$ cat src/rtl/cc_itf_pkg.sv
// Shared CoreComplex interface types for the 32b APB segment and the
// register-file completer state encoding.
package cc_itf_pkg;

  localparam int unsigned APB_ADDR_W = 32;
  localparam int unsigned APB_REG_W  = 32;
  localparam int unsigned APB_STRB_W = APB_REG_W / 8;

  typedef struct packed {
    logic [APB_ADDR_W-1:0] paddr;
    logic [2:0]            pprot;
    logic                  psel;
    logic                  penable;
    logic                  pwrite;
    logic [APB_REG_W-1:0]  pwdata;
    logic [APB_STRB_W-1:0] pstrb;
  } apb_d32_req_t;

  typedef struct packed {
    logic                 pready;
    logic [APB_REG_W-1:0] prdata;
    logic                 pslverr;
  } apb_d32_resps_t;

  typedef enum logic [1:0] {
    APB_IDLE,
    APB_WAIT,
    APB_DONE
  } apb_slv_state_e;

  // Byte-lane merge of new write data into an existing register word.
  function automatic logic [APB_REG_W-1:0] apb_strb_merge(
    input logic [APB_REG_W-1:0]  old_q,
    input logic [APB_REG_W-1:0]  wdata,
    input logic [APB_STRB_W-1:0] strb
  );
    logic [APB_REG_W-1:0] res;
    res = old_q;
    for (int b = 0; b < int'(APB_STRB_W); b++) begin
      if (strb[b]) res[8*b +: 8] = wdata[8*b +: 8];
    end
    return res;
  endfunction

endpackage

$ cat src/rtl/cc_apb_wait_cnt.sv
// Wait-state counter: loads a start value, counts down to zero and flags the
// zero and one states so the FSM can raise pready on the final decrement.
module cc_apb_wait_cnt (
  input  logic       i_clk,
  input  logic       i_rst_n,
  input  logic       i_load,
  input  logic [3:0] i_load_val,
  input  logic       i_dec,
  output logic       o_zero,
  output logic       o_one
);

  logic [3:0] r_cnt;

  always_ff @(posedge i_clk) begin
    if (!i_rst_n) begin
      r_cnt <= 4'd0;
    end else if (i_load) begin
      r_cnt <= i_load_val;
    end else if (i_dec && (r_cnt != 4'd0)) begin
      r_cnt <= r_cnt - 4'd1;
    end
  end

  assign o_zero = (r_cnt == 4'd0);
  assign o_one  = (r_cnt == 4'd1);

endmodule

$ cat src/rtl/cc_apb_d32_regfile_slv.sv
// APB completer: a bank of NUM_REGS 32b registers with byte strobes, wait
// states, range/RO/privilege error responses and a hardware-side write port.
module cc_apb_d32_regfile_slv
  import cc_itf_pkg::*;
#(
  parameter int unsigned            NUM_REGS    = 8,
  parameter logic [31:0]            BASE_ADDR   = 32'h0,
  parameter int unsigned            WAIT_CYCLES = 0,
  parameter logic [NUM_REGS-1:0]    RO_MASK     = '0,
  parameter logic [NUM_REGS*32-1:0] RESET_VAL   = '0,
  parameter logic                   PRIV_ONLY   = 1'b0,
  localparam int unsigned           IDX_W       = (NUM_REGS > 1) ? $clog2(NUM_REGS) : 1
) (
  input  logic                   clk_i,
  input  logic                   rst_ni,
  input  apb_d32_req_t           apb_req_i,
  output apb_d32_resps_t         apb_resp_o,
  input  logic                   hw_we_i,
  input  logic [IDX_W-1:0]       hw_idx_i,
  input  logic [31:0]            hw_wdata_i,
  output logic [NUM_REGS*32-1:0] reg_q_o
);

  // RO mask widened to every encodable index so decode never reads past it.
  localparam int unsigned        NSLOT   = 1 << IDX_W;
  localparam logic [NSLOT-1:0]   RO_EXT  = NSLOT'(RO_MASK);
  localparam logic [3:0]         WAIT_LD = 4'(WAIT_CYCLES);
  localparam logic               W_ZERO  = (WAIT_CYCLES == 0);

  apb_slv_state_e r_state;
  apb_slv_state_e w_state_nxt;

  logic [31:0]      r_regs [NUM_REGS];
  logic             r_pready;
  logic             r_pslverr;
  logic [31:0]      r_prdata;

  logic [31:0]      w_off;
  logic             w_hit;
  logic [IDX_W-1:0] w_idx;
  logic             w_err;
  logic [31:0]      w_rdata;
  logic             w_setup;
  logic             w_access;
  logic             w_cnt_load;
  logic             w_cnt_dec;
  logic             w_cnt_zero;
  logic             w_cnt_one;
  logic             w_commit;
  logic             w_apb_wr;
  logic             w_unused;

  assign w_off    = apb_req_i.paddr - BASE_ADDR;
  assign w_hit    = (apb_req_i.paddr >= BASE_ADDR) && ({2'b00, w_off[31:2]} < NUM_REGS);
  assign w_idx    = w_off[2 +: IDX_W];
  assign w_err    = !w_hit
                 || (apb_req_i.pwrite && RO_EXT[w_idx])
                 || (PRIV_ONLY && !apb_req_i.pprot[0]);
  assign w_setup  = apb_req_i.psel && !apb_req_i.penable;
  assign w_access = apb_req_i.psel && apb_req_i.penable;
  assign w_apb_wr = w_commit && apb_req_i.pwrite && !w_err;
  assign w_unused = ^{apb_req_i.pprot[2:1], w_off[1:0]};

  always_comb begin
    w_rdata = '0;
    for (int unsigned i = 0; i < NUM_REGS; i++) begin
      if (w_idx == IDX_W'(i)) w_rdata = r_regs[i];
    end
  end

  cc_apb_wait_cnt u_wait_cnt (
    .i_clk      (clk_i),
    .i_rst_n    (rst_ni),
    .i_load     (w_cnt_load),
    .i_load_val (WAIT_LD),
    .i_dec      (w_cnt_dec),
    .o_zero     (w_cnt_zero),
    .o_one      (w_cnt_one)
  );

  always_ff @(posedge clk_i) begin
    if (!rst_ni) begin
      r_state <= APB_IDLE;
    end else begin
      r_state <= w_state_nxt;
    end
  end

  // A SETUP seen in any state (re)starts the count; losing psel aborts.
  always_comb begin
    w_state_nxt = r_state;
    w_cnt_load  = 1'b0;
    w_cnt_dec   = 1'b0;
    w_commit    = 1'b0;
    case (r_state)
      APB_IDLE: begin
        if (w_setup) begin
          w_cnt_load  = 1'b1;
          w_state_nxt = W_ZERO ? APB_DONE : APB_WAIT;
        end
      end
      APB_WAIT: begin
        if (w_setup) begin
          w_cnt_load  = 1'b1;
          w_state_nxt = W_ZERO ? APB_DONE : APB_WAIT;
        end else if (w_access) begin
          w_cnt_dec = 1'b1;
          if (w_cnt_one || w_cnt_zero) w_state_nxt = APB_DONE;
        end else begin
          w_state_nxt = APB_IDLE;
        end
      end
      APB_DONE: begin
        if (w_access) begin
          w_commit    = 1'b1;
          w_state_nxt = APB_IDLE;
        end else if (w_setup) begin
          w_cnt_load  = 1'b1;
          w_state_nxt = W_ZERO ? APB_DONE : APB_WAIT;
        end else begin
          w_state_nxt = APB_IDLE;
        end
      end
      default: w_state_nxt = APB_IDLE;
    endcase
  end

  // Response is captured on the edge entering DONE, from the stable address.
  always_ff @(posedge clk_i) begin
    if (!rst_ni) begin
      r_pready  <= 1'b0;
      r_pslverr <= 1'b0;
      r_prdata  <= '0;
    end else if (w_state_nxt == APB_DONE) begin
      r_pready  <= 1'b1;
      r_pslverr <= w_err;
      r_prdata  <= (w_err || apb_req_i.pwrite) ? '0 : w_rdata;
    end else begin
      r_pready  <= 1'b0;
      r_pslverr <= 1'b0;
      r_prdata  <= '0;
    end
  end

  // APB commit takes priority over a same-edge hardware write to that register.
  always_ff @(posedge clk_i) begin
    for (int unsigned i = 0; i < NUM_REGS; i++) begin
      if (!rst_ni) begin
        r_regs[i] <= RESET_VAL[32*i +: 32];
      end else if (w_apb_wr && (w_idx == IDX_W'(i))) begin
        r_regs[i] <= apb_strb_merge(r_regs[i], apb_req_i.pwdata, apb_req_i.pstrb);
      end else if (hw_we_i && (hw_idx_i == IDX_W'(i))) begin
        r_regs[i] <= hw_wdata_i;
      end
    end
  end

  assign apb_resp_o = '{pready: r_pready, prdata: r_prdata, pslverr: r_pslverr};

  for (genvar g = 0; g < int'(NUM_REGS); g++) begin : g_regq
    assign reg_q_o[32*g +: 32] = r_regs[g];
  end

endmodule
$ cat config.mk
export PLATFORM = sky130hd
export DESIGN_NAME = cc_apb_d32_regfile_slv
export DESIGN_NICKNAME = d
export VERILOG_FILES = /design/src/rtl/cc_itf_pkg.sv /design/src/rtl/cc_apb_wait_cnt.sv /design/src/rtl/cc_apb_d32_regfile_slv.sv
export SDC_FILE = /design/constraint.sdc
export NUM_CORES = 1
export LEC_CHECK = 0
export ABC_AREA = 1
export ABC_CLOCK_PERIOD_IN_PS = 1750
export BUFFER_PORTS_ARGS = -buffer_cell sky130_fd_sc_hd__buf_2
export CAP_MARGIN = 40
export CORE_MARGIN = 4
export CORE_UTILIZATION = 49
export CTS_BUF_LIST = sky130_fd_sc_hd__clkbuf_16
export DETAILED_ROUTE_END_ITERATION = 8
export GPL_TIMING_DRIVEN = 0
export PLACE_DENSITY = 0.77
export SYNTH_ARGS = -nofsm -noshare
export SYNTH_HDL_FRONTEND = slang
export SYNTH_HIERARCHICAL = 1
export SYNTH_SLANG_ARGS = --single-unit
$ cat constraint.sdc
create_clock -name clk_i -period 1.75 [get_ports clk_i]
set_input_delay 0.0875 -clock clk_i [delete_from_list [all_inputs] [get_ports clk_i]]
set_output_delay 0.0875 -clock clk_i [all_outputs]
set_load 0.01 [all_outputs]
==> flow_metrics.env <==
export IMPL_die_area_um2=36410
export IMPL_grt_overflow=0
export IMPL_critical_path_cell_list="buf_2, buf_2, clkbuf_1, clkbuf_2, nand2_2"
export IMPL_antenna_violations_before_repair=5
export IMPL_grt_setup_unrepaired="yes"
export IMPL_critical_path_reg2reg_endpoint="r_regs[0][85]"
export IMPL_hp_class="input pin to flip-flop"
export IMPL_post_synth_instance_area_um2=16380
export IMPL_detail_route_antenna_nets=0
export IMPL_area_delta_synth_final_pct=27.72
export IMPL_drv_max_cap_violation_count=0
export IMPL_crit_buf_inv=4
export IMPL_worstSetupStartpointType="input pin"
export IMPL_remaining_drc_errors=0
export IMPL_run_status="finished, violations left"
export IMPL_failing_checks="setup timing"
export IMPL_floorplan_initialDensity_pct=49.95
export IMPL_synthesis_yosys_warnings=6
export IMPL_layout_drive_gt1_share_pct=25.55
export IMPL_worst_r2r_setup_slack_ns=-0.15
export IMPL_worst_hold_startpoint="apb_req_i[19]"
export IMPL_r2r_cells=8
export IMPL_post_place_cells=2838
export IMPL_synth_seq_cells=296
export IMPL_syn_avg_cell_area_um2=7.934
export IMPL_fin_ws_ns=-0.1711
export IMPL_finalNonFillerCells=2946
export IMPL_critical_path_max_stage_delay_ns=0.79
export IMPL_clock_skew_ns=0.02660
export IMPL_finalCoreUtilization_pct=63.80
export IMPL_timing_critical_path_arrival_ns=2.14
export IMPL_layout_cells_most_common="nand2_1"
export IMPL_core_area_um2=32780
export IMPL_dr_total_vias=17547
export IMPL_critPathMostFrequentCell="buf_2"
export IMPL_peakVddDrop_uv=748.6
export IMPL_timing_max_slew_rel_slack_pct=32.62
export IMPL_power_density_nw_per_um2=846.0
export IMPL_worstSetupPathType="input pin to flip-flop"
export IMPL_worst_setup_hold_path_clk_slew_ns=0.06
export IMPL_first_global_vias=16018
export IMPL_finalCriticalPeriod_ns=1.921
export IMPL_synth_largest_type_area_fraction_pct=46.94
export IMPL_dr_pass1_iters=6
export IMPL_cp_top_family="buffers and inverters"
export IMPL_cts_made_buffers=35
export IMPL_route_detailed_vias_per_inst=5.956
export IMPL_timing_hold_worst_path_depth=3
export IMPL_routabilityCongestion=0.9966
export IMPL_fp_dieW_um=190.8
export IMPL_synth_top_cell_by_area="edfxtp_1"
export IMPL_die_height_um=190.8
export IMPL_critical_path_reg2reg_startpoint="r_state[0]"
export IMPL_hpwlAfterDp_um=52930
export IMPL_drv_slew=0
export IMPL_whs_endpoint="r_regs[0][15]"
export IMPL_clock_latency_ns=0.53
export IMPL_clock_sink_count=296
export IMPL_finalWirelength_um=68980
export IMPL_n_fill_cell=2747
export IMPL_cts_root_to_sink_buffers=3
export IMPL_io_pins=402
export IMPL_worstSetupEndpointType="flip-flop"
export IMPL_synth_cell_type_count=30
export IMPL_initialDrtViolationCount=2355
export IMPL_rows=66
export IMPL_cts_htree_levels=2
export IMPL_layout_cells_most_common_list="nand2_1 (720), buf_2 (390), nand4_1 (293)"
export IMPL_setup_viol=426
export IMPL_netlist_instances=2064
export IMPL_max_freq_mhz=520.5
export IMPL_timing_critical_path_fanout_max=10
export IMPL_slowest_stage="clkbuf_1"
export IMPL_fin_nets=2590
export IMPL_ctsRootBufferMaster="clkbuf_16"
export IMPL_tritoncts="built"
export IMPL_port_buffers=328
export IMPL_worstMarginPinSlew_ns=1.011
export IMPL_cellLeakagePower_nw=9.695
export IMPL_period_share_pct=109.8
export IMPL_wire_length_of_the_first_global_routing_pass_um=98190
export IMPL_yosysSeqAreaShare_pct=51.83
export IMPL_worst_endpoint_required_ns=1.97
export IMPL_grt_total_usage_pct=35.48
export IMPL_grt_max_degree=14
export IMPL_post_synth_main_area_contributors="edfxtp_1 (47%), nand2_1 (17%), nand4_1 (11%)"
export IMPL_avgRoutedWirePerCell_um=23.41
export IMPL_finalHoldViolations=0
-- registers in the layout (all words and copies together) (netlist names) --
signal            flops
r_state               2
r_prdata             32
r_pready              1
r_pslverr             1
u_wait_cnt/r_cnt      4
r_regs              256
-- worst register-to-register path: stages (launching register included) --
cell	delay, ns
dfxtp_1	0.30
inv_2	0.08
nand3_4	0.07
nor2_4	0.23
clkbuf_16	0.23
nand3_4	0.14
nand2_2	0.15
nor2_4	0.10
nor2_4	0.29
-- worst max path at each step --
| stage | start | end | slack, ns | cells past startpoint |
|---|---|---|---|---|
| after floorplan | r_state[0] | r_regs[1][10] | -0.03 | 9 |
| after global placement | apb_req_i[57] | r_regs[0][51] | -1.05 | 11 |
| after detailed placement | apb_req_i[57] | r_regs[0][51] | -1.07 | 11 |
| after CTS | r_state[0] | r_regs[1][4] | -0.12 | 9 |
| after global routing | r_state[0] | r_prdata[13] | -0.20 | 9 |
| final | rst_ni | r_regs[1][31] | -0.17 | 5 |
-- layout make-up --
type	instances	area (um^2)	share of cell area, %
Inverter	109	446.7	2.136
Sequential cell	296	8489	40.59
Antenna cell	3	7.507	0.03589
Clock inverter	25	130.1	0.6222
Multi-Input combinational cell	1443	7010	33.52
Tap cell	442	553.0	2.644
Timing Repair Buffer	372	2146	10.26
Clock buffer	37	925.9	4.427
Buffer	219	1206	5.767
-- metal layers --
metal | vias to the layer above | global-route usage (%) | wire (um)
li1 | 7778 | - | -
met1 | 8014 | 47.41 | 24700
met2 | 1496 | 56.72 | 31210
met3 | 255 | 8.349 | 9706
met4 | 4 | 13.12 | 3326
met5 | - | 0 | 29
-- metrics by stage --
step	power (W)	setup WS (ns)	setup TNS (ns)	hold WS [ns]	cell area [um^2]
6_report	0.01769	-0.1711	-28.26	0.02785	20920
2_1_floorplan	0.009531	-0.02742	-1.873	0.2191	16470
3_3_place_gp	0.01063	-1.047	-363.53	0.3908	18660
5_1_grt	0.01804	-0.1995	-53.19	0.03552	20920
3_5_place_dp	0.01068	-1.067	-376.45	0.4000	18670
4_1_cts	0.01750	-0.1161	-22.46	0.007535	20480
-- Yosys cell counts (all sizes together) --
library cell,n
xnor2,1
nand3,57
dfxtp,40
o21a,1
or2,1
nor2,285
buf,111
o21ai,14
o2111ai,27
nand4,295
edfxtp,256
nor3,6
or3,1
clkbuf,108
clkinv,1
inv,108
nor4,1
a21oi,10
conb,1
ha,2
nand2,738
-- where the power goes --
part	switching [W]	internal, W
Clock	0.00298	0.00394
Combinational	0.00169	0.000669
Sequential	0.000311	0.00810
Total	0.00498	0.0127
-- cells by family (layout without fill, tap and decap cells) --
family,count (synthesis),after routing,synth area share (%)
adder cells (fa/ha/maj),2,2,0.1528
AND/OR/NAND/NOR,1384,1384,36.99
XOR/XNOR,1,1,0.05349
flip-flops,296,296,51.83
AO/OA/AOI/OAI,52,52,2.223
other,1,7,0.02290
buffers and inverters,328,762,8.725
-- what timing repair did --
action / CTS / global route
hold endpoints to repair: 15 / 1
pin swaps: 16 / 38
setup endpoints to repair: 533 / 536
hold buffers: 8 / 1
cloned: 1 / 8
setup buffers: 14 / 14
gates resized for setup: 112 / 104
Note: power is estimated with default switching activity, not from simulation.
